### src/rtl/conv_pkg.sv
// Shared state encoding and sizing helpers for the convolution layer path.
package conv_pkg;

    typedef enum logic [1:0] {
        IDLE,
        LOAD,
        RUN,
        DONE
    } state_t;

    function automatic int out_side(input int n, input int k);
        return n - k + 1;
    endfunction

    // Never collapse to zero bits so single-entry ranges still get a port.
    function automatic int safe_clog2(input int x);
        return (x > 1) ? $clog2(x) : 1;
    endfunction

    function automatic int addr_width(input int n, input int k, input int oc);
        return safe_clog2(oc * out_side(n, k) * out_side(n, k));
    endfunction

endpackage

### src/rtl/conv_pos_counter.sv
// Nested in_ch/col/row walker with a running output write address.
module conv_pos_counter
    import conv_pkg::*;
#(
    parameter int OUT       = 6,
    parameter int NUM_IN_CH = 2,
    parameter int RW        = 4,
    parameter int CW        = 1,
    parameter int AW        = 7
) (
    input  logic          clk,
    input  logic          reset,
    input  logic          clear,
    input  logic          advance,
    output logic [RW-1:0] row,
    output logic [RW-1:0] col,
    output logic [CW-1:0] in_ch,
    output logic [AW-1:0] addr,
    output logic          first,
    output logic          in_last,
    output logic          last
);

    localparam logic [CW-1:0] IN_MAX  = CW'(NUM_IN_CH - 1);
    localparam logic [RW-1:0] POS_MAX = RW'(OUT - 1);

    logic col_wrap;
    logic row_wrap;

    always_comb begin
        first    = (in_ch == '0);
        in_last  = (in_ch == IN_MAX);
        col_wrap = (col == POS_MAX);
        row_wrap = (row == POS_MAX);
        last     = in_last && col_wrap && row_wrap;
    end

    // Address steps once per pixel; it stays contiguous across channels.
    always_ff @(posedge clk) begin
        if (reset || clear) begin
            row   <= '0;
            col   <= '0;
            in_ch <= '0;
            addr  <= '0;
        end else if (advance) begin
            if (in_last) begin
                in_ch <= '0;
                addr  <= addr + AW'(1);
                if (col_wrap) begin
                    col <= '0;
                    row <= row_wrap ? '0 : row + RW'(1);
                end else begin
                    col <= col + RW'(1);
                end
            end else begin
                in_ch <= in_ch + CW'(1);
            end
        end
    end

endmodule

### src/rtl/conv_layer_ctrl.sv
// Layer sequencer: loads each filter set, then streams window descriptors.
module conv_layer_ctrl
    import conv_pkg::*;
#(
    parameter int N          = 10,
    parameter int K          = 5,
    parameter int NUM_IN_CH  = 2,
    parameter int NUM_OUT_CH = 2,
    localparam int OUT = out_side(N, K),
    localparam int RW  = safe_clog2(N),
    localparam int CW  = safe_clog2(NUM_IN_CH),
    localparam int OW  = safe_clog2(NUM_OUT_CH),
    localparam int AW  = addr_width(N, K, NUM_OUT_CH)
) (
    input  logic          clk,
    input  logic          reset,
    input  logic          start,
    output logic          busy,
    output logic          done,
    output logic          flt_req,
    output logic [OW-1:0] flt_ch,
    input  logic          flt_ack,
    output logic          win_valid,
    input  logic          win_ready,
    output logic [RW-1:0] win_row,
    output logic [RW-1:0] win_col,
    output logic [CW-1:0] win_in_ch,
    output logic          acc_first,
    output logic          acc_last,
    output logic [AW-1:0] wr_addr
);

    localparam logic [OW-1:0] OC_MAX = OW'(NUM_OUT_CH - 1);

    state_t        state;
    state_t        state_nx;
    logic [OW-1:0] out_ch;
    logic          accept;
    logic          more_ch;
    logic          clear;
    logic          pos_last;
    logic          first;
    logic          in_last;
    logic [RW-1:0] row;
    logic [RW-1:0] col;
    logic [CW-1:0] in_ch;
    logic [AW-1:0] addr;

    assign accept  = (state == RUN) && win_ready;
    assign more_ch = (out_ch != OC_MAX);
    assign clear   = (state == IDLE) || (state == DONE);

    conv_pos_counter #(
        .OUT       (OUT),
        .NUM_IN_CH (NUM_IN_CH),
        .RW        (RW),
        .CW        (CW),
        .AW        (AW)
    ) u_pos (
        .clk     (clk),
        .reset   (reset),
        .clear   (clear),
        .advance (accept),
        .row     (row),
        .col     (col),
        .in_ch   (in_ch),
        .addr    (addr),
        .first   (first),
        .in_last (in_last),
        .last    (pos_last)
    );

    always_ff @(posedge clk) begin
        if (reset) begin
            state <= IDLE;
        end else begin
            state <= state_nx;
        end
    end

    always_ff @(posedge clk) begin
        if (reset || clear) begin
            out_ch <= '0;
        end else if (accept && pos_last && more_ch) begin
            out_ch <= out_ch + OW'(1);
        end
    end

    always_comb begin
        state_nx  = state;
        busy      = 1'b1;
        done      = 1'b0;
        flt_req   = 1'b0;
        win_valid = 1'b0;
        unique case (state)
            IDLE: begin
                busy = 1'b0;
                if (start) state_nx = LOAD;
            end
            LOAD: begin
                flt_req = 1'b1;
                if (flt_ack) state_nx = RUN;
            end
            RUN: begin
                win_valid = 1'b1;
                if (accept && pos_last) begin
                    state_nx = more_ch ? LOAD : DONE;
                end
            end
            DONE: begin
                done     = 1'b1;
                state_nx = IDLE;
            end
            default: state_nx = IDLE;
        endcase
    end

    assign flt_ch    = out_ch;
    assign win_row   = row;
    assign win_col   = col;
    assign win_in_ch = in_ch;
    assign wr_addr   = addr;
    assign acc_first = (state == RUN) && first;
    assign acc_last  = (state == RUN) && in_last;

endmodule

### config.mk
export PLATFORM = sky130hd
export DESIGN_NAME = conv_layer_ctrl
export DESIGN_NICKNAME = d
export VERILOG_FILES = /design/src/rtl/conv_pkg.sv /design/src/rtl/conv_pos_counter.sv /design/src/rtl/conv_layer_ctrl.sv
export SDC_FILE = /design/constraint.sdc
export NUM_CORES = 1
export LEC_CHECK = 0
export CORE_MARGIN = 2
export CORE_UTILIZATION = 25
export CTS_CLUSTER_DIAMETER = 50
export DETAILED_ROUTE_END_ITERATION = 10
export GPL_TIMING_DRIVEN = 0
export MAX_ROUTING_LAYER = met4
export PLACE_DENSITY = 0.53
export SLEW_MARGIN = 20
export SYNTH_ARGS = -nofsm -noshare
export SYNTH_HDL_FRONTEND = slang
export SYNTH_HIERARCHICAL = 1
export SYNTH_SLANG_ARGS = --single-unit
### constraint.sdc
create_clock -name clk -period 2.8 [get_ports clk]
set_input_delay 0.28 -clock clk [delete_from_list [all_inputs] [get_ports clk]]
set_output_delay 0.28 -clock clk [all_outputs]
set_load 0.005 [all_outputs]
==> flow_summary.json, run 1 <==
{
  "clock_sinks": 19,
  "grt_antenna_before_repair": 0,
  "worst_ep_required_time_ps": 2980,
  "port_buffers": 27,
  "ir_worst_vdd_mv": 0.271,
  "yosysWarnings": 6,
  "fin_skew_ps": 1.06,
  "dp_hpwl_mm": 1.63,
  "netlist.top_cell.by_area": "dfxtp_1",
  "die-area_sq_um": 4550,
  "setup_ws_ps": 711,
  "first_pass_iters": 4,
  "ys_ff_latch": 19,
  "core_sq_um": 3940,
  "route.detailed.wl_per_inst_um": 11.2,
  "synthTopCellsByArea": "dfxtp_1 (38%), ha_1 (6.2%), a21oi_1 (5.5%)",
  "use_met1_pct": 14.8,
  "worstReg2RegEnd": "u_pos/row[3]",
  "tns_ps": 0,
  "yosys-top-cells-count": "dfxtp_1 (19), a21oi_1 (11), nand3_1 (8)",
  "synth_nets": 126,
  "cts_root_buffer": "clkbuf_8",
  "crit_buf_inv": 1,
  "worstPathMaxFanout": 8,
  "syn_area_sq_um": 1010,
  "grt_overflow_total": 0,
  "drt_iter0_markers": 53,
  "p_per_area_nw_per_um2": 505,
  "min_path_type": "flop to flop",
  "grt_max_degree": 11,
  "cts_hold_buf": 0,
  "tritoncts": "done",
  "r2r_slack_ps": 710,
  "track_usage_pct": 10.7,
  "clk_pin_slew_ps": 70,
  "post_cts_buffers": 0,
  "slew_violations": 0,
  "rsz0062_at_grt": "no",
  "syn_inst": 116,
  "antenna_cells": 0,
  "ys_types": 35,
  "hold_viol_final": 0,
  "drt-total-wl_mm": 2.20,
  "hp-start": "u_pos/addr[6]",
  "status": "complete, no violations",
  "maxSlewHeadroom_pct": 66.5,
  "fin_nets": 158,
  "top_usage_layer": "met2",
  "numCtsBuffers": 3,
  "tightestPinTransition_ps": 498,
  "clk_latency_ps": 250,
  "yosysMostFrequentCell": "dfxtp_1",
  "synth_top_area_share_pct": 37.8,
  "met3_usage_pct": 2.50,
  "leakagePower_nw": 0.446,
  "timing_worst_setup_path_type": "flop to flop",
  "path_cells": "ha_1, and2_2, buf_2, nand3_1, or4_1, a21oi_1",
  "start_util_pct": 25.5,
  "place_ws_ps": 713,
  "clock_path_buffers": 2,
  "arrival_ps": 2270,
  "synthFlopType": "dfxtp_1",
  "grt_pass1_vias": 816,
  "vias": 905,
  "multi_input_area_sq_um": 572,
  "finalSetupViolCount": 0,
  "min_period_ps": 2090,
  "synth-edff-count": 0,
  "layout-drive-gt1-share_pct": 9.52,
  "regToRegStartpoint": "state[1]",
  "crit_path_end_kind": "flop",
  "slowest_delay_ps": 530,
  "core.rowCount": 23,
  "reg2reg_depth": 6,
  "ant_nets": 0,
  "die_h_um": 67.5,
  "grt_util_met2_pct": 15.1,
  "cp.depth": 6,
  "seq_area_frac_synth_pct": 37.8,
  "fmaxAchievable_mhz": 479,
  "syn_avg_cell_area_sq_um": 8.68,
  "cts_htree_levels": 1,
  "critPathCapture": "u_pos/row[3]",
  "crit_path_start_kind": "flop",
  "seq_area_sq_um": 380,
  "async_reset_ff_share_pct": 0,
  "ctsResizeCount": 0,
  "grt_pass1_wl_mm": 3.64,
  "hold_depth": 2,
  "maxCapViolCount": 0,
  "cp-startpoint": "state[1]",
  "finalCritPeriodShare_pct": 74.6,
  "cp_slowest_cell": "or4_1",
  "fill_cells": 401,
  "drc": 0,
  "critPathTopFamily": "simple AND/OR/NAND/NOR gates",
  "die_w_um": 67.5,
  "via_per_inst": 4.59,
  "synthToLayoutAreaGrowth_pct": 37.5,
  "place.gp.congestion": 0.812,
  "ioPinCount": 28
}
stage by stage:
stage	instance area, sq um	utilization, %	instances	total power, mW	hold slack [ps]
final	1390	35.1	197	0.700	501
after global routing	1390	35.1	197	0.749	550
after CTS	1390	35.1	197	0.712	501
after detailed placement	1340	34.0	193	0.520	491
after global placement	1340	34.0	193	0.519	476
after floorplan	1010	-	116	0.432	342
cells in the final DEF (no fill, tap or decap), types with 3 or more instances in the layout:
master	Yosys	final
dfxtp_1	19	19
nand2_1	7	7
clkbuf_1	3	4
nor2_1	6	6
xor2_1	3	3
o21ai_0	5	5
ha_1	5	5
nand2b_1	5	5
clkbuf_8	0	3
inv_1	7	7
o31ai_1	4	4
a21oi_1	11	11
or3_1	5	5
nand3_1	8	8
clkdlybuf4s50_1	0	27
and2_2	3	3
sequential cells by signal, indices dropped and copies added (netlist names):
register	cells
u_pos/in_ch	1
u_pos/addr	7
flt_ch	1
u_pos/col	4
u_pos/row	4
state	2
cell families (layout without fill, tap and decap cells):
logic type	after synthesis	after routing	synth area share (%)
fa+ha+maj	5	5	6.21
compound gates	27	27	17.5
xor+xnor	4	4	3.48
buf+inv	13	44	5.47
simple gates	47	47	28.6
mux	1	1	0.994
flops	19	19	37.8
worst reg2reg max path: stages (launching register included):
cell     delay (ps)
dfxtp_1         430
ha_1            310
and2_2          190
buf_2           180
nand3_1         230
or4_1           530
a21oi_1         140
routing by layer:
layer  part of all wire, %  up-vias
met5                     0        -
met4                  0.59        0
met3                   5.4        2
met2                    42       32
met1                    52      399
li1                      -      472
worst min path at each step:
stage | to | slack (ps)
global route | u_pos/addr[4] | 550
CTS | u_pos/addr[6] | 500
floorplan | state[1] | 340
detailed placement | u_pos/addr[6] | 490
global placement | u_pos/addr[6] | 480
finish | u_pos/addr[6] | 500
power breakdown:
| part | total, mW | internal, mW | switching, mW |
|---|---|---|---|
| logic | 0.219 | 0.109 | 0.110 |
| clock network | 0.186 | 0.101 | 0.0847 |
| registers | 0.295 | 0.282 | 0.0135 |
area by class of cell:
type	instances	area share, %
inverters	7	1.90
plain buffers	6	2.08
clock buffers	4	3.25
repair buffers	27	19.5
multi-input cells	84	41.3
flip-flops and latches	19	27.5
well taps	50	4.52
Power figures use the tool's default switching activity.
==> inputs of run 2 (changes only) <==
--- a/config.mk
+++ b/config.mk
@@ -11,7 +11,7 @@
 export DETAILED_ROUTE_END_ITERATION = 10
 export GPL_TIMING_DRIVEN = 0
 export MAX_ROUTING_LAYER = met4
-export PLACE_DENSITY = 0.53
+export PLACE_DENSITY = 0.55
 export SLEW_MARGIN = 20
 export SYNTH_ARGS = -nofsm -noshare
 export SYNTH_HDL_FRONTEND = slang
==> constraint.sdc (replaced) <==
create_clock -name clk -period 1.83 [get_ports clk]
set_input_delay 0.183 -clock clk [delete_from_list [all_inputs] [get_ports clk]]
set_output_delay 0.183 -clock clk [all_outputs]
set_load 0.005 [all_outputs]
==> run 2 against run 1 <==
Net effect: count of clock-buffer cells in the layout down 1; die area unchanged; clock skew up 3.2 ps; non-clock buffer count down 3; flip-flop and latch count unchanged; via count up 4.1%; total power up 59%; worst hold slack better by 4.3 ps; combinational power up 59%; clock power up 66%.
==> flow_summary.json, run 2 (synthesized netlist as in run 1, its figures left out) <==
{
  "via_per_inst": 4.86,
  "clock_sinks": 19,
  "tns_ps": 0,
  "post_cts_buffers": 0,
  "layout-drive-gt1-share_pct": 13.9,
  "cp_slowest_cell": "clkdlybuf4s50_1",
  "ir_worst_vdd_mv": 0.533,
  "reg.largest.list": "u_pos/addr: 7 flops, u_pos/col: 4 flops, u_pos/row: 4 flops",
  "maxSlewHeadroom_pct": 80.7,
  "fmaxAchievable_mhz": 580,
  "place.gp.congestion": 0.801,
  "dp_hpwl_mm": 1.72,
  "worst_ep_required_time_ps": 1650,
  "timing_worst_setup_path_type": "flop to primary output",
  "grt_overflow_total": 0,
  "tritoncts": "done",
  "grt_pass1_vias": 898,
  "clk_latency_ps": 260,
  "cts_htree_levels": 1,
  "grt_max_degree": 13,
  "place_area_sq_um": 1340,
  "place_inst": 193,
  "route.detailed.wl_per_inst_um": 12.1,
  "grt_antenna_before_repair": 0,
  "core.rowCount": 23,
  "crit_path_end_kind": "primary output",
  "tightestPinTransition_ps": 289,
  "fin_area_sq_um": 1420,
  "setup_ws_ps": 107,
  "track_usage_pct": 11.7,
  "clk_pin_slew_ps": 80,
  "drc": 0,
  "min_path_type": "flop to flop",
  "numCtsBuffers": 3,
  "fin_skew_ps": 4.27,
  "cts_root_buffer": "clkbuf_8",
  "status": "complete, no violations",
  "arrival_ps": 1540,
  "min_period_ps": 1720,
  "vias": 942,
  "drt-total-wl_mm": 2.35,
  "slew_violations": 0,
  "clock_path_buffers": 2,
  "synthToLayoutAreaGrowth_pct": 41.2,
  "post-route-util_pct": 36.1,
  "worstPathMaxFanout": 7,
  "fill_cells": 402,
  "die_h_um": 67.5,
  "maxCapViolCount": 0,
  "first_pass_iters": 4,
  "largest_register_ffs": 7,
  "port_buffers": 27,
  "core_sq_um": 3940,
  "finalCritPeriodShare_pct": 94.2,
  "p_per_area_nw_per_um2": 784,
  "rsz0062_at_grt": "no",
  "ioPinCount": 28,
  "die_w_um": 67.5,
  "slowest_delay_ps": 440,
  "place_ws_ps": -233,
  "mostFrequentLayoutCell": "clkdlybuf4s50_1",
  "fin_cells": 194,
  "final_cell_mix": "clkdlybuf4s50_1 (27), dfxtp_1 (18), a21oi_1 (11)",
  "start_util_pct": 25.5,
  "fin_nets": 155,
  "leakagePower_nw": 0.438,
  "die-area_sq_um": 4550,
  "crit_path_start_kind": "flop",
  "finalSetupViolCount": 0,
  "hold_viol_final": 0,
  "largest-register": "u_pos/addr",
  "ant_nets": 0,
  "drt_iter0_markers": 14,
  "path_cells": "inv_2, ha_4, and2_2, clkdlybuf4s50_1",
  "antenna_cells": 0,
  "grt_pass1_wl_mm": 3.95
}
## run 2: layout make-up
| cell class | instances | area [sq um] | area share (%) |
|---|---|---|---|
| repair buffers | 27 | 270 | 19.0 |
| plain buffers | 3 | 20.0 | 1.41 |
| clock buffers | 3 | 41.3 | 2.90 |
| flip-flops and latches | 19 | 382 | 26.8 |
| multi-input cells | 84 | 613 | 43.1 |
| well taps | 50 | 62.6 | 4.40 |
| inverters | 7 | 26.3 | 1.85 |
| clock inverters | 1 | 7.51 | 0.528 |
## run 2: path summary, 6_finish.rpt
path	cells past startpoint	slack (ps)	endpoint	startpoint
setup / recovery	4	110	acc_first	state[0]
hold / removal	2	500	u_pos/addr[3]	u_pos/addr[3]
setup reg to reg	5	140	state[0]	u_pos/col[1]
hold reg to reg	2	500	u_pos/addr[3]	u_pos/addr[3]
## run 2: worst max-delay path: cells and delay by family, from the launching register on
family	cells	cell delay [ps]
simple gates	1	170
buf+inv	2	520
flops	1	400
fa+ha+maj	1	190
## run 2: metrics by stage
step                hold WS [ps]  total power [mW]
floorplan                    245             0.661
global placement             475             0.792
detailed placement           499             0.798
CTS                          512              1.14
global route                 536              1.20
finish                       505              1.12
## run 2: repair_timing
item,in CTS,in global routing
hold buffers,0,0
resized for setup,8,4
pin swaps,1,1
endpoints found under the setup margin,19,16
## run 2: layer usage
| layer | wire, um | vias to the layer above | GRT usage, % |
|---|---|---|---|
| met3 | 97 | 3 | 2.50 |
| met4 | 30 | 0 | 4.59 |
| li1 | - | 467 | - |
| met1 | 1100 | 450 | 15.1 |
| met2 | 1110 | 22 | 17.6 |
| met5 | 0 | - | - |
## run 2: report_power, final
| group | switching, mW | internal (mW) |
|---|---|---|
| registers | 0.0250 | 0.432 |
| logic | 0.176 | 0.173 |
| clock network | 0.155 | 0.154 |
==> inputs of run 3 (changes only) <==
--- a/config.mk
+++ b/config.mk
@@ -7,11 +7,12 @@
 export LEC_CHECK = 0
 export CORE_MARGIN = 2
 export CORE_UTILIZATION = 25
+export CTS_BUF_LIST = sky130_fd_sc_hd__clkbuf_16
 export CTS_CLUSTER_DIAMETER = 50
 export DETAILED_ROUTE_END_ITERATION = 10
 export GPL_TIMING_DRIVEN = 0
 export MAX_ROUTING_LAYER = met4
-export PLACE_DENSITY = 0.55
+export PLACE_DENSITY = 0.53
 export SLEW_MARGIN = 20
 export SYNTH_ARGS = -nofsm -noshare
 export SYNTH_HDL_FRONTEND = slang
==> constraint.sdc (replaced) <==
create_clock -name clk -period 2.1 [get_ports clk]
set_input_delay 0.21 -clock clk [delete_from_list [all_inputs] [get_ports clk]]
set_output_delay 0.21 -clock clk [all_outputs]
set_load 0.005 [all_outputs]
==> run 3 against run 2 <==
Net effect: largest power group unchanged; first-iteration DRC count grew to 2.9 times the previous value; combinational power shrank 16%; total power shrank 4.2%; critical endpoint is now u_pos/row[3]; via count shrank 2.8%; clock skew shrank 2.0 ps.
==> flow_summary.json, run 3 (synthesized netlist as in run 1, its figures left out) <==
{
  "status": "complete, no violations",
  "port_buffers": 27,
  "mostFrequentLayoutCell": "clkdlybuf4s50_1",
  "worstPathMaxFanout": 8,
  "slowest_delay_ps": 500,
  "r2r_slack_ps": 160,
  "ioPinCount": 28,
  "antenna_cells": 0,
  "setup_ws_ps": 159,
  "maxCapViolCount": 0,
  "cts_htree_levels": 1,
  "die_h_um": 67.5,
  "seq_area_sq_um": 380,
  "vias": 916,
  "comb_power_share_pct": 27.5,
  "largest_register_ffs": 7,
  "tightestPinTransition_ps": 500,
  "place.gp.congestion": 0.812,
  "crit_path_start_kind": "flop",
  "track_usage_pct": 10.8,
  "clk_pin_slew_ps": 50,
  "grt_overflow_total": 0,
  "grt_antenna_before_repair": 0,
  "multi_input_area_sq_um": 579,
  "min_path_type": "flop to flop",
  "hp-start": "u_pos/addr[6]",
  "switching_power_uw": 292,
  "largest-register": "u_pos/addr",
  "fill_cells": 399,
  "dp_hpwl_mm": 1.63,
  "leakagePower_nw": 0.468,
  "final_cell_mix": "clkdlybuf4s50_1 (27), dfxtp_1 (19), a21oi_1 (11)",
  "critPathTopFamily": "simple AND/OR/NAND/NOR gates",
  "p_per_area_nw_per_um2": 745,
  "die-area_sq_um": 4550,
  "worst_ep_required_time_ps": 2280,
  "crit_buf_inv": 1,
  "numCtsBuffers": 3,
  "rsz0062_at_grt": "yes",
  "core.rowCount": 23,
  "slew_violations": 0,
  "sequentialPowerShare_pct": 36.9,
  "first_pass_iters": 4,
  "clk_latency_ps": 250,
  "fin_nets": 159,
  "cts_root_buffer": "clkbuf_16",
  "sw_frac_of_total_pct": 27.4,
  "clock_sinks": 19,
  "cp_slowest_cell": "or4_1",
  "finalSetupViolCount": 0,
  "arrival_ps": 2120,
  "timing_worst_setup_path_type": "flop to flop",
  "hold_viol_final": 0,
  "min_period_ps": 1940,
  "path_cells": "ha_2, and2_2, buf_2, nand3_2, or4_1, a21oi_1",
  "via_per_inst": 4.63,
  "ir_worst_vdd_mv": 0.390,
  "route.detailed.wl_per_inst_um": 11.3,
  "grt_pass1_wl_mm": 3.65,
  "ant_nets": 0,
  "core_sq_um": 3940,
  "finalCritPeriodShare_pct": 92.4,
  "fin_skew_ps": 2.31,
  "place_area_sq_um": 1340,
  "grt_max_degree": 11,
  "internal_power_uw": 776,
  "reg.largest.list": "u_pos/addr: 7 flops, u_pos/col: 4 flops, u_pos/row: 4 flops",
  "layout-drive-gt1-share_pct": 11.5,
  "grt_pass1_vias": 808,
  "start_util_pct": 25.5,
  "hold_path_end": "u_pos/addr[6]",
  "worstReg2RegEnd": "u_pos/row[3]",
  "crit_path_end_kind": "flop",
  "hold_depth": 2,
  "clock_path_buffers": 2,
  "fmaxAchievable_mhz": 515,
  "post-route-util_pct": 36.4,
  "reg2reg_depth": 6,
  "die_w_um": 67.5,
  "maxSlewHeadroom_pct": 66.4,
  "synthToLayoutAreaGrowth_pct": 42.4,
  "fin_area_sq_um": 1430,
  "drt-total-wl_mm": 2.24,
  "pwr-share-clk_pct": 35.5,
  "place_ws_ps": 38.3,
  "regToRegStartpoint": "state[1]",
  "drc": 0,
  "cp-startpoint": "state[1]",
  "drt_iter0_markers": 40,
  "tritoncts": "done"
}
==> run 3: cell types whose count changed in the layout (fill, tap and decap cells not counted), sizes merged <==
cell,change
clkinvlp,-1
clkbuf,+2
inv,+1
buf,+2
==> run 3: what timing repair did <==
action | in CTS | in global routing
hold buffers | 0 | 0
buffers inserted | 0 | 1
gates resized for setup | 0 | 2
endpoints found under the setup margin | 0 | 7
==> run 3: how the worst max path moves through the flow <==
stage              endpoint  slack [ps]  cells after the start
2_1_floorplan  u_pos/row[3]         290                      7
3_3_place_gp   u_pos/row[3]          70                      6
3_5_place_dp   u_pos/row[3]          40                      7
4_1_cts        u_pos/row[3]           5                      6
5_1_grt        u_pos/row[3]          -5                      6
6_report       u_pos/row[3]         160                      6
==> run 3: area by class of cell <==
cell class	count	area share (%)
Inverter	7	1.83
Clock buffer	3	5.24
Multi-Input combinational cell	84	40.4
Sequential cell	19	26.5
Buffer	6	2.01
Timing Repair Buffer	28	19.4
Clock inverter	1	0.262
Tap cell	50	4.36
==> run 3: stage by stage <==
step                      total power [mW]  hold slack, ps  instances  TNS, ps
after floorplan                      0.576             272        116        0
after global placement               0.692             476        193        0
after detailed placement             0.693             491        193        0
after CTS                             1.08             499        197        0
after global routing                  1.14             547        198    -4.99
final                                 1.07             498        198        0
==> run 3: per-layer routing <==
| metal | track usage [%] | part of all wire [%] |
|---|---|---|
| met1 | 14.9 | 50 |
| met2 | 15.0 | 43 |
| met3 | 3.00 | 5.9 |
| met4 | 3.83 | 0.58 |
| met5 | - | 0 |
==> run 3: tightest hold or removal path, delay by kind of cell, from the launching register on <==
family	cells	cell delay, ps
AO/OA/AOI/OAI	2	140
flip-flops	1	310
==> run 3: power by group through the flow <==
| stage | Clock, mW | Sequential, mW | Combinational (mW) |
|---|---|---|---|
| after floorplan | 0 | 0.397 | 0.179 |
| after global placement | 0 | 0.402 | 0.290 |
| after detailed placement | 0 | 0.401 | 0.292 |
| after CTS | 0.392 | 0.394 | 0.297 |
| after global routing | 0.412 | 0.398 | 0.329 |
| final | 0.380 | 0.394 | 0.294 |
